[src/rtl/fifo_write_arbiter.sv]
// Four-requester packet arbiter that feeds one FIFO write port, round-robin between packets.
// Define WARB_STATS_EN to add the saturating pkt_cnt completed-packet counter.
module fifo_write_arbiter #(
  parameter int DSIZE = 8
) (
  input  logic               wclk,
  input  logic               wrst,
  input  logic [3:0]         req,
  input  logic [3:0]         last,
  input  logic [4*DSIZE-1:0] din,
  input  logic               wfull,
  output logic [3:0]         gnt,
  output logic [DSIZE-1:0]   wdata,
  output logic               winc,
  output logic [1:0]         owner,
  output logic               busy
`ifdef WARB_STATS_EN
  ,
  output logic [15:0]        pkt_cnt
`endif
);

  typedef enum logic {
    IDLE = 1'b0,
    LOCK = 1'b1
  } state_t;

  state_t     state_q, state_d;
  logic [1:0] owner_q, owner_d;
  logic [1:0] rr_q, rr_d;
  logic       accept;
  logic       done;
  logic       found;
  logic [1:0] pick;
  logic [1:0] idx;

  // first requester at or after rr_q, wrapping past 3
  always_comb begin
    found = 1'b0;
    pick  = rr_q;
    idx   = rr_q;
    for (int k = 0; k < 4; k++) begin
      idx = rr_q + 2'(k);
      if (!found && req[idx]) begin
        found = 1'b1;
        pick  = idx;
      end
    end
  end

  assign accept = (state_q == LOCK) && req[owner_q] && !wfull;
  assign done   = accept && last[owner_q];

  always_comb begin
    state_d = state_q;
    owner_d = owner_q;
    rr_d    = rr_q;
    unique case (state_q)
      IDLE: begin
        if (found) begin
          owner_d = pick;
          state_d = LOCK;
        end
      end
      LOCK: begin
        if (done) begin
          state_d = IDLE;
          rr_d    = owner_q + 2'd1;
        end
      end
      default: state_d = IDLE;
    endcase
  end

  always_ff @(posedge wclk or posedge wrst) begin
    if (wrst) begin
      state_q <= IDLE;
      owner_q <= 2'd0;
      rr_q    <= 2'd0;
    end else begin
      state_q <= state_d;
      owner_q <= owner_d;
      rr_q    <= rr_d;
    end
  end

  assign winc  = accept;
  assign gnt   = accept ? (4'b0001 << owner_q) : 4'b0000;
  assign wdata = din[owner_q*DSIZE +: DSIZE];
  assign owner = owner_q;
  assign busy  = (state_q == LOCK);

`ifdef WARB_STATS_EN
  logic [15:0] pkt_cnt_q;

  always_ff @(posedge wclk or posedge wrst) begin
    if (wrst) begin
      pkt_cnt_q <= 16'd0;
    end else if (done && (pkt_cnt_q != 16'hFFFF)) begin
      pkt_cnt_q <= pkt_cnt_q + 16'd1;
    end
  end

  assign pkt_cnt = pkt_cnt_q;
`endif

endmodule

[config.mk]
export PLATFORM = sky130hd
export DESIGN_NAME = fifo_write_arbiter
export DESIGN_NICKNAME = d
export VERILOG_FILES = /design/src/rtl/fifo_write_arbiter.sv
export SDC_FILE = /design/constraint.sdc
export NUM_CORES = 1
export LEC_CHECK = 0
export ABC_AREA = 1
export CORE_UTILIZATION = 30
export DETAILED_ROUTE_END_ITERATION = 12
export HOLD_SLACK_MARGIN = 0.1
export PLACE_DENSITY = 0.79
export SLEW_MARGIN = 20
export SYNTH_ARGS = -nofsm -noshare
export SYNTH_HDL_FRONTEND = slang
export SYNTH_SLANG_ARGS = --single-unit
[constraint.sdc]
create_clock -name wclk -period 1.85 [get_ports wclk]
set_input_delay 0.37 -clock wclk [delete_from_list [all_inputs] [get_ports wclk]]
set_output_delay 0.37 -clock wclk [all_outputs]
set_load 0.03 [all_outputs]
### Yosys cells after proc, flatten, opt, wreduce, memory -nomap -nowiden

Cells that the tools add are included.

* $add $sub $neg: 4
* multipliers: 0
* div/mod/pow operators: 0
* order comparisons: 5
* equality and inequality tests: 0
* shifts and indexed selects: 2
* muxes and demuxes: 23
* bitwise operators: 1
* reduce and logical (&&, ||, !) cells: 12

Operators by type and width (count)
* variable part select 32 x 6 -> 8 bit: 1
* less-than comparator 2 x 3 -> 1 bit (second input constant): 5
* binary-select mux 1 bit (select 2 bit): 6
* 2-to-1 mux 1 bit: 12
* logical AND 1 bit: 6
* 2-to-1 mux 2 bit: 3
* adder 2 x 1 -> 2 bit (second input constant): 2
* adder 2 bit (second input constant): 2
* logical NOT 1 bit: 4
* 2-to-1 mux 4 bit: 1
* AND reduction 2 bit: 2
* left shift 1 x 2 -> 4 bit (first input constant): 1
* one-hot mux 1 bit (2 select lines): 1
* NOT 1 bit: 1

* flip-flop bits (word level): 5
* bits in latches: 0
* bits in writable memories: 0
* memory bits (read-only): 0
* input port bits: 43
* output and inout bits: 16
* logic and storage cells: 50
* memories: 0

### Depth between registers and ports, before layout

Gate-level depths: netlist of the first run.

* word-level depth: 14
* gate-level depth with buffers: 13
* gate-level depth less buffers: 12

### Least setup slack after synthesis of the first run

OpenSTA, ideal clock, no wires.

* kind: register to output
* start: register owner_q[0] (netlist: owner[0])
* end: output wdata[0]
* data arrival time: 1712 ps
* slack: -232 ps
* cell stages (with the launch flop): 5
* cells stage by stage: dfrtp_1 -> buf_2 -> clkbuf_1 -> nor2_1 -> o22ai_1

* word-level cells in the longest chain between the ends: 1

Ends and longest elaborated chain
* start: declaration: line 29 `logic [1:0] owner_q, owner_d;`
* start signal: assignment: line 82 `owner_q <= owner_d;`
* variable part select 32 x 6 -> 8 bit: line 89 `assign wdata = din[owner_q*DSIZE +: DSIZE];`
* end: declaration: line 13 `output logic [DSIZE-1:0] wdata,`

No other way between the ends.

### Final worst setup path of the first run

* start: register owner_q[0] (netlist: owner[0])
* end: output gnt[0]

* word-level cells in the longest chain between the ends: 5

Ends and longest elaborated chain
* binary-select mux 1 bit (select 2 bit): line 51 `assign accept = (state_q == LOCK) && req[owner_q] && !wfull;`
* 2-to-1 mux 1 bit (not written as such): line 51
* logical AND 1 bit (2 in a row): line 51
* 2-to-1 mux 4 bit (*): line 88 `assign gnt = accept ? (4'b0001 << owner_q) : 4'b0000;`
* end: declaration: line 12 `output logic [3:0] gnt,`

Mark *: on every way between the ends. The rest lies on a longest branch, timed or not. The select of a mux whose other input is x is not followed.

==> reports/summary.md, run 1 <==
Across the VDD grid, the largest voltage drop is 1061 uV. met2 is the most crowded layer. Summed over all instances, the cell type with the most area after synthesis is sky130_fd_sc_hd__nand2_1. The run gives 5 as the total clock sinks. The power density relative to cell area was 1559 mW/mm2; the synthesis-to-layout area growth was 95.44%. At the worst endpoint, the arrival time is 1.52 ns.

For the detailed-route via count, the log shows 1,341. For the final standard cell utilization of the core, the log shows 0.6225. The classification of the worst-slack hold path was in -> async. The count of input and output buffers is 58.

TritonCTS built the clock tree. The run gives 0.2393 as the met1 usage in global routing. The number of different library cells used by synthesis comes to 20. Across the whole layout, storage elements account for 127.6 um2. Subtracting the final worst setup slack from the clock period gives 1.895 ns.

In the routed design, unresolved DRC markers number 0. The max-capacitance violation count was 0; the synthesized-area fraction occupied by xor and xnor cells was 0. The total setup violations reported at the end of the flow is 5. The multiplexer share of the synthesized area works out to 0.

The tools report the H-tree depth as 1. After clock tree synthesis, the flow added hold-fix buffers numbering 0. The cell area that synthesis handed to floorplanning was 878.3 um2. The tools report the global-route track usage on met2 as 0.3231. Dividing the detail-routed wire length by the instance count gives 10.93 um. For this run, the post-layout net count is 287. For the worst-skew pair, the clock arrives at the later sink with an insertion delay of 0.25 ns. The tools report the final hold violation count as 0.

The final clock period utilization by the worst path works out to 1.024. Yosys printed 0 warnings. The worst setup path is launched from a flop. Type of destination of the critical path: a primary output. The remaining antenna violation count after routing is 0. Setup repair after global routing could not meet its margin everywhere. For the area taken by multi-input logic gates, the log shows 747.0 um2.

The logs give 0 for the initial antenna violation count and 0.04884 for the global routing met3 resource utilization. The flow ran to the end, but the final reports show violations. The tightest hold path in the finished design has a slack of 0.3180 ns.

The number of antenna diodes in the final layout is 0. The tools report the worst relative slew slack as 0.7906. Worst slack at placement: -0.2439 ns. The checks that failed: negative setup slack.

The first TritonRoute pass finished after 5 iterations. The actual slew at the worst max-slew pin is 0.3136 ns, and the die height is 56.11 um. The complex-gate fraction of the synthesized area is 0.2051, and the simple-gate area share of the yosys netlist is 0.4658.

Between clock sinks in the finished design, the worst skew comes to 0.0006033 ns. CTS clock-pin slew for the worst setup and hold paths: 0.04 ns. The HPWL after detailed placement is 2.175 mm. After synthesis, the cell types taking the most area are sky130_fd_sc_hd__nand2_1, sky130_fd_sc_hd__dfrtp_1, sky130_fd_sc_hd__o21ai_0, sky130_fd_sc_hd__nor2_1, sky130_fd_sc_hd__inv_1.

The number of standard cells after synthesis was 168. The setup TNS was -0.1622 ns; the post-synthesis area per instance was 5.228 um2. The adder and majority cell fraction of the synthesized area was 0.05698; the number of pins with negative max-slew slack in the final report was 0. The fill cell instance count of the final layout is 261, and the effective utilization at floorplan is 0.3185. The number of global-route vias before repair is 1,195, and the total global routing track utilization is 0.1895.

The logs give 1.48 ns for the worst path required time and 19 for the number of cell rows. Counting every net in the synthesized netlist gives 215. Dividing the detail-routed via count by the number of cells gives 4.967. Clock tree synthesis inserted a total of 3 buffers. The tools report the pin count of the biggest net entering global routing as 19. The least setup slack across all paths after layout came out at -0.04468 ns. The layout cell share with drive strength beyond 1 is 0.2636.

The type of the worst setup path was reg -> out. Clock root buffer master: sky130_fd_sc_hd__clkbuf_4. The sequential area share after synthesis came out at 0.1425.

The die covers 0.003148 mm2. The fraction of synthesized cell area taken by the top area cell type is 0.2265. For the number of top-level pins, the log shows 59.

From left edge to right edge, the die measures 56.11 um. The reported leakage power was 0.0008554 uW. The tools report the maximum clock path buffer count as 2. Derived from the worst setup path, the maximum achievable clock frequency is 527.8 MHz.

The placeable core area is 0.002758 mm2, and the largest fanout of any net on the critical path is 5. Counting flops and latches in the post-synthesis netlist gives 5. After synthesis, the largest family of logic cells by area is simple AND/OR/NAND/NOR gates.

In this run, the number of DRC markers left after iteration 0 of detailed routing was 48. For the global-route wire length before repair, the log shows 4.864 mm. The logs give 0 for the sum of overflow across all layers after global routing and 0.8400 for the final weighted congestion in routability-driven placement. The tools report the wire length reported by the detailed router as 2.952 mm.
## Yosys cell counts
master and n:
sky130_fd_sc_hd__o21ai_0 23, sky130_fd_sc_hd__a21oi_1 2, sky130_fd_sc_hd__dfrtp_1 5, sky130_fd_sc_hd__nor2_1 26
sky130_fd_sc_hd__inv_1 17, sky130_fd_sc_hd__nand2_2 3, sky130_fd_sc_hd__nand3_2 1, sky130_fd_sc_hd__ha_1 4
sky130_fd_sc_hd__nand3_1 12, sky130_fd_sc_hd__buf_6 1, sky130_fd_sc_hd__o22ai_1 8, sky130_fd_sc_hd__clkbuf_1 4
sky130_fd_sc_hd__buf_4 1, sky130_fd_sc_hd__buf_2 1, sky130_fd_sc_hd__clkinv_1 1, sky130_fd_sc_hd__inv_2 2
sky130_fd_sc_hd__nand2_1 53, sky130_fd_sc_hd__o21ai_1 1, sky130_fd_sc_hd__nor2_4 1, sky130_fd_sc_hd__nand4_1 2
## registers in the layout, indices dropped and copies added (netlist names)
signal	cells
busy	1
owner	2
rr_q	2
## stage by stage
| step | cell area [um2] | power (uW) | instances |
|---|---|---|---|
| 6_report | 1717 | 2676 | 270 |
| 5_1_grt | 1717 | 2920 | 270 |
| 4_1_cts | 1638 | 2532 | 270 |
| 3_5_place_dp | 1560 | 2293 | 260 |
| 3_3_place_gp | 1560 | 2266 | 260 |
| 2_1_floorplan | 938.4 | 1677 | 168 |
## cell families after synthesis
logic type | after synthesis
flops | 5
simple gates | 98
buf+inv | 27
compound gates | 34
fa+ha+maj | 4
## area by class of cell
type | count | area share
repair buffers | 74 | 0.4074
multi-input cells | 136 | 0.4351
clock buffers | 4 | 0.01531
flip-flops and latches | 5 | 0.07434
inverters | 20 | 0.04519
well taps | 31 | 0.02259
## timing repair
| item | 4_1_cts | 5_1_grt |
|---|---|---|
| gates cloned | 0 | 0 |
| pin swaps | 2 | 1 |
| endpoints found under the setup margin | 13 | 15 |
| gates resized for setup | 11 | 30 |
| setup buffers | 6 | 0 |
| endpoints found under the hold margin | 0 | 0 |
## final timing paths
check / from / to / slack, ns / cells after the start
min in group wclk: busy / busy / 0.65 / 2
max reg2reg: owner[0] / busy / 0.33 / 8
max: owner[0] / gnt[0] / -0.04 / 6
max in group asynchronous: wrst / owner[0] / 1.34 / 2
min: wrst / busy / 0.32 / 2
min reg2reg: busy / busy / 0.65 / 2
## where the power goes
group,internal (uW),switching (uW),total [uW]
clock network,81.9,49.8,132
registers,166,85.6,252
logic,921,1370,2290
total,1170,1510,2680
## cell usage in the layout, fill, tap and decap left out, drive strengths merged
master	netlist	final
ha	4	4
nand2	56	56
dlygate4sd2	0	4
clkinv	1	1
inv	19	19
a21oi	2	2
nand3	13	13
nor2	27	27
clkdlybuf4s50	0	40
nand4	2	2
o22ai	8	8
dlymetal6s2s	0	1
clkbuf	4	4
buf	3	29
dfrtp	5	5
o21ai	24	24
## layer usage
| metal | routed length [um] | share of wire |
|---|---|---|
| met5 | 0 | 0 |
| met4 | 29 | 0.0098 |
| met1 | 1221 | 0.41 |
| met2 | 1470 | 0.50 |
| met3 | 230 | 0.078 |
## worst max-delay path, cell delays in order, from the launching register on
cell,delay (ns)
sky130_fd_sc_hd__dfrtp_2,0.43
sky130_fd_sc_hd__buf_6,0.15
sky130_fd_sc_hd__o21ai_2,0.13
sky130_fd_sc_hd__nand4_1,0.16
sky130_fd_sc_hd__buf_6,0.18
sky130_fd_sc_hd__nor2_2,0.08
sky130_fd_sc_hd__buf_6,0.13
Note: power is estimated with default switching activity, not from simulation.
==> run 2: changes to the inputs <==
- CORE_UTILIZATION: 30 -> 36
- PLACE_DENSITY: 0.79 -> 0.91
- TNS_END_PERCENT: default -> 30
==> run 2 against run 1 <==
  * The flow now finishes without violations
  * Combinational power is 7% lower
  * Count of clock-buffer cells in the layout stayed put
  * Global-route usage rose by 5.6 points
  * Final cell count down 2.2%
  * Routed wire length fell by 1.8%
  * Maximum frequency increased by 4.7%
  * Via count decreased by 3.4%
  * Sequential cell count unchanged
  * Power is 6.0% lower
  * Die area fell by 16%
  * Register-to-register slack lost 0.16 ns
  * Critical path type unchanged
  * Highest routed layer unchanged
==> reports/summary.md, run 2 (synthesis gave the netlist of run 1 again) <==
The most common cell after layout, fill and taps aside was sky130_fd_sc_hd__nand2_1. The synthesis-to-layout area growth was 82.76%; the number of diodes added for antenna fixing was 0. In this run the core area contains 17 standard-cell rows. The overall power is 2516 uW, and the placed instance area is 0.001554 mm2. The floorplan die area was 0.002641 mm2. Counting the buffers created by CTS gives 3.

The run gives 1 as the H-tree depth. The count of input and output buffers is 58, and the maximum clock path buffer count is 2. For the worst voltage drop across the vdd grid, the log shows 1046 uV.

TritonCTS built the clock tree. Counting both buffers and inverters, the worst setup path holds a total of 2. Final hold violation count: 0.

The floorplan step set the die width to 51.40 um. At the later pin of the worst-skew pair, clock insertion delay measures 0.25 ns. The number of iterations in the first detailed-routing pass was 4. The detailed router's first-iteration violation count came out at 20. The classification of the worst-slack hold path was in -> async.

For the worst setup path, the data required time is 1.48 ns. Measured in cells, the most critical reg-to-reg path has a length of 10. The run gives 2.303 mm as the HPWL after detailed placement. Setup repair after global routing could not meet its margin everywhere. The detail route stage leaves a number of antenna-violating nets equal to 0. STA classifies the critical path endpoint as a primary output. Detailed-route via count: 1,296. The arrival time reported for the critical path endpoint was 1.44 ns; the number of pins with negative max-slew slack in the final report was 0.

The run finished with clean final reports. The reg-to-reg startpoint is owner[0]. The tools report the setup slack of the most critical reg-to-reg path as 0.17 ns. In this run the clock root is driven by a sky130_fd_sc_hd__clkbuf_4. After clock tree synthesis, the clock-pin slew on the worst setup and hold paths is 0.05 ns. The total setup violations reported at the end of the flow was 0; the total global routing track utilization was 0.2454. The endpoint of the most critical register-to-register path was rr_q[1]. By instance count, the cell type seen most on the critical path is sky130_fd_sc_hd__buf_4.

The tool flagged a number of max-cap violations equal to 0. The total overflow left after global routing is 0. The region available for standard cell placement spans 0.002255 mm2.

The maximum operating frequency was 552.6 MHz. Among all stages on the critical path, the largest delay is contributed by sky130_fd_sc_hd__dfrtp_2. The pin count of the biggest net entering global routing is 23. The logs give 0.001605 mm2 for the final instance area and 0.0008146 uW for the reported leakage power. At the end of the flow, the number of nets in the layout was 284. In this run the vertical extent of the chip is 51.40 um. The final layout contains routed wiring with a total length of 2.900 mm.

The clock period could shrink to 1.810 ns. The layout cell share with drive strength beyond 1 is 0.2203. Broken down by cell family, the worst path's largest delay share belongs to flip-flops.

Pin placement for this block handled 59 I/O pins. Dividing the detail-routed wire length by the instance count gives 10.98 um. The final standard cell utilization of the core is 0.7120.

Power density relative to cell area: 1567 mW/mm2. The number of hold buffers added after CTS was 0. The initial antenna violation count is 0, and the actual slew at the worst max-slew pin is 0.3138 ns. The library cells used most frequently in the layout, excluding fill and tap cells, are sky130_fd_sc_hd__nand2_1, sky130_fd_sc_hd__clkdlybuf4s50_1, sky130_fd_sc_hd__buf_4. The final worst clock skew is 0.005583 ns, and the post-route worst hold slack is 0.3252 ns. The total clock sinks was 5.

The type of the worst setup path was reg -> out. The final clock period utilization by the worst path works out to 0.9781. The type of origin of the critical path was a flop.

Adding up every negative setup slack in the final design gives 0 ns. The highest cell delay on the worst timing path works out to 0.44 ns. The global-route wire length before repair is 4.878 mm.

The effective utilization at floorplan is 0.3896. Along the worst path, the maximum fanout reaches 22. The vias per cell works out to 4.909. Final weighted congestion in routability-driven placement: 0.8759.

The number of global-route vias before repair is 1,197, and the total DRC errors in the routed layout is 0. The tools report the worst relative slew slack as 0.7901. The signal on the critical path passes through buf_4, o21ai_0, o22ai_2, buf_4.
run 2: final cells by class:
type | count | area, um2
multi-input cells | 136 | 696.9
repair buffers | 71 | 644.4
clock buffers | 4 | 26.28
flip-flops and latches | 5 | 127.6
fillers | 197 | 649.4
well taps | 28 | 35.03
inverters | 20 | 75.07
run 2: worst max path at each step:
stage	endpoint	slack (ns)	start	cells past startpoint
global placement	gnt[1]	-0.13	req[0]	6
finish	wdata[6]	0.04	owner[0]	4
global route	winc	-0.06	owner[1]	6
floorplan	gnt[1]	-0.02	owner[1]	5
detailed placement	winc	-0.18	req[0]	6
CTS	wdata[6]	-0.003	owner[0]	5
run 2: what timing repair did:
item                                    4_1_cts  5_1_grt
endpoints found under the setup margin        8       13
resized for setup                            15        9
buffers inserted                              2        1
pin swaps                                     3        2
run 2: worst reg2reg max path: stages (launching register included):
cell and delay [ns]:
sky130_fd_sc_hd__dfrtp_2 0.44, sky130_fd_sc_hd__a21oi_1 0.14, sky130_fd_sc_hd__o21ai_1 0.08, sky130_fd_sc_hd__nand4_1 0.22
sky130_fd_sc_hd__inv_1 0.11, sky130_fd_sc_hd__buf_4 0.15, sky130_fd_sc_hd__buf_4 0.12, sky130_fd_sc_hd__nand2_1 0.09
sky130_fd_sc_hd__inv_1 0.08, sky130_fd_sc_hd__nand2_1 0.05, sky130_fd_sc_hd__o21ai_0 0.07
run 2: through the flow:
| stage | std cells | setup slack (ns) |
|---|---|---|
| final | 264 | 0.04046 |
| after global routing | 264 | -0.05724 |
| after CTS | 263 | -0.002964 |
| after detailed placement | 257 | -0.1781 |
| after global placement | 257 | -0.1290 |
| after floorplan | 168 | -0.02127 |
run 2: where the power goes:
group | leakage (uW) | internal (uW) | switching [uW]
logic | 0.000742 | 829 | 1310
registers | 0.0000574 | 166 | 81.6
clock network | 0.0000150 | 81.9 | 50.6
total | 0.000815 | 1080 | 1440
run 2: metal layers:
| metal | part of all wire | track usage |
|---|---|---|
| met5 | 0 | 0 |
| met4 | 0.012 | 0.1081 |
| met3 | 0.065 | 0.04464 |
| met2 | 0.49 | 0.4286 |
| met1 | 0.43 | 0.2875 |
==> run 3: changes to the inputs <==
- CAP_MARGIN: default -> 10
==> results of run 3 <==
Final layout, timing and power as in run 2 (identical DEF).
==> variant, RTL diff (flow settings as in run 3) <==
The option `WARB_STATS_EN` is turned on by a define.
--- a/src/rtl/fifo_write_arbiter.sv
+++ b/src/rtl/fifo_write_arbiter.sv
@@ -1,5 +1,7 @@
 // Four-requester packet arbiter that feeds one FIFO write port, round-robin between packets.
 // Define WARB_STATS_EN to add the saturating pkt_cnt completed-packet counter.
+`define WARB_STATS_EN
+
 module fifo_write_arbiter #(
   parameter int DSIZE = 8
 ) (
Formal check against the unedited RTL (old outputs only; new: pkt_cnt): equivalent (equiv_simple and equiv_induct, registers matched by name and starting in step).
==> variant against run 3 <==
  * Sequential cell count rose by 16
  * Setup slack lost 19 ps
  * Utilization decreased by 13 points
  * Clock skew down 3.2 ps
  * Non-clock buffer count grew 20
  * Total power increased by 53%
  * Register-to-register slack worse by 20 ps
  * Clock power rose by 130%
  * Routed wire length grew 75%
  * Synthesized area increased by 100%
  * Design area rose by 72%
  * Largest cell class unchanged
  * Highest routed layer unchanged
==> variant: results <==
[outcome]
status = finished clean

[worst_setup_path]
rr_endpoint = pkt_cnt[9]
r2r_start = pkt_cnt[1]
r2r_cells = 9
critPathTopFamily = buffers and inverters
crit_path_max_fanout = 5
rrSetupSlack_ps = 150
worstPathArrival_ps = 1460
crit_slowest_cell = clkdlybuf4s50_1
cp_slowest_stage_delay_ps = 520

[cells_and_area]
seq_share_pct = 19.09
layout.non_clock_inverters = 27
final-nonclk-buf-share_pct = 31.39
areaGrowthSynthToFinish_pct = 57.03
n_fill_cell = 417
antennaDiodeCount = 0
clkCellAreaFrac_pct = 1.628
drive_gt1_share_pct = 21.11
multi_input_area_share_pct = 40.84
finalNetCount = 390
multi_input_gates = 198
buffers = 91

[synth]
yosysSeqAreaShare_pct = 29.83
synthXorXnorAreaFrac_pct = 6.960
synth_cells = 255
synthArstFlopShare_pct = 100.0
ys_types = 30
synthAdderAreaFrac_pct = 3.551
syn_area_um2 = 1762
synthTopCellsByCount = 71 x nand2_1, 29 x nor2_1, 23 x o21ai_0
synth.net_count = 303
synth_compound_area_share_pct = 13.35
yosys-top-cells-area = dfrtp_1 30%, nand2_1 15%, o21ai_0 6.5%
synthFlopType = dfrtp_1

[timing]
fin_skew_ps = 2.346
relSlewSlack_pct = 66.81

[placement]
place_hpwl_um = 3925
place_inst = 404
dpl-instance-area_um2 = 2694
place_congestion = 0.8711
io_buffer_count = 74

[global_route]
grt_util_all_layers_pct = 20.74
grt_max_degree = 22
grt_pass1_vias = 1940
grt_pass1_wl_um = 8666
antenna_found_initial = 0

[drt]
routedWlPerCell_um = 12.47
vias = 1969
dr.pass1.iters = 4
drtIter0Drc = 89
viasPerCell = 4.826

[hold_path]
hp-class = in2async

[clock_network]
clock-sinks = 21
cts_setup_buffers = 0
clockRootBuffer = clkbuf_8
clk_pin_slew_worst_paths_ps = 80

[power_and_ir_drop]
total_leakage_power_nw = 1.261
ir_worst_vdd_v = 0.0008318
[variant: changes by cell type after synthesis, sizes merged, moves of 4 or more]
cell and change:
nand3 +4, xor2 +11, o21ai +8, nor2 +7, nand2 +19, inv +7
nor3 +7, dfrtp +16
[variant: per-stage QoR]
stage / utilization, % / setup WS [ps] / hold WS (ps)
floorplan: - / -70.45 / 346.5
global placement: 57.03 / -54.39 / 504.5
detailed placement: 57.03 / -156.8 / 506.1
CTS: 58.04 / -2.896 / 447.5
global route: 58.57 / -12.97 / 467.0
finish: 58.57 / 21.67 / 438.9
[variant: routing by layer]
layer,wire length (um),up-vias,global-route usage (%),share of wire [%]
li1,-,992,-,-
met1,2181,912,24.60,43
met4,41,0,4.139,0.81
met3,232,6,4.306,4.6
met2,2631,59,38.68,52
met5,0,-,0,0
[variant: power breakdown]
| group | internal (W) | total, W | switching, W |
|---|---|---|---|
| registers | 0.000589 | 0.000760 | 0.000171 |
| logic | 0.00112 | 0.00278 | 0.00166 |
| clock network | 0.000154 | 0.000302 | 0.000148 |
| total | 0.00186 | 0.00384 | 0.00198 |
[variant: how the worst max path moves through the flow]
stage / cells after the start / slack [ps] / start / end
2_1_floorplan: 10 / -70 / pkt_cnt[0] / pkt_cnt[3]
6_report: 6 / 20 / req[2] / gnt[1]
3_5_place_dp: 10 / -160 / req[0] / owner[0]
5_1_grt: 6 / -10 / owner[0] / gnt[1]
3_3_place_gp: 10 / -50 / req[1] / pkt_cnt[7]
4_1_cts: 6 / -3 / req[1] / gnt[1]
[variant: cell families after synthesis]
logic type	Yosys count
simple gates	137
compound gates	42
buf+inv	36
flops	21
xor+xnor	14
fa+ha+maj	5
[variant: what timing repair did]
action / in CTS / in global routing
setup endpoints to repair: 12 / 14
pin swaps: 1 / 0
hold endpoints to repair: 0 / 0
resized for setup: 4 / 12
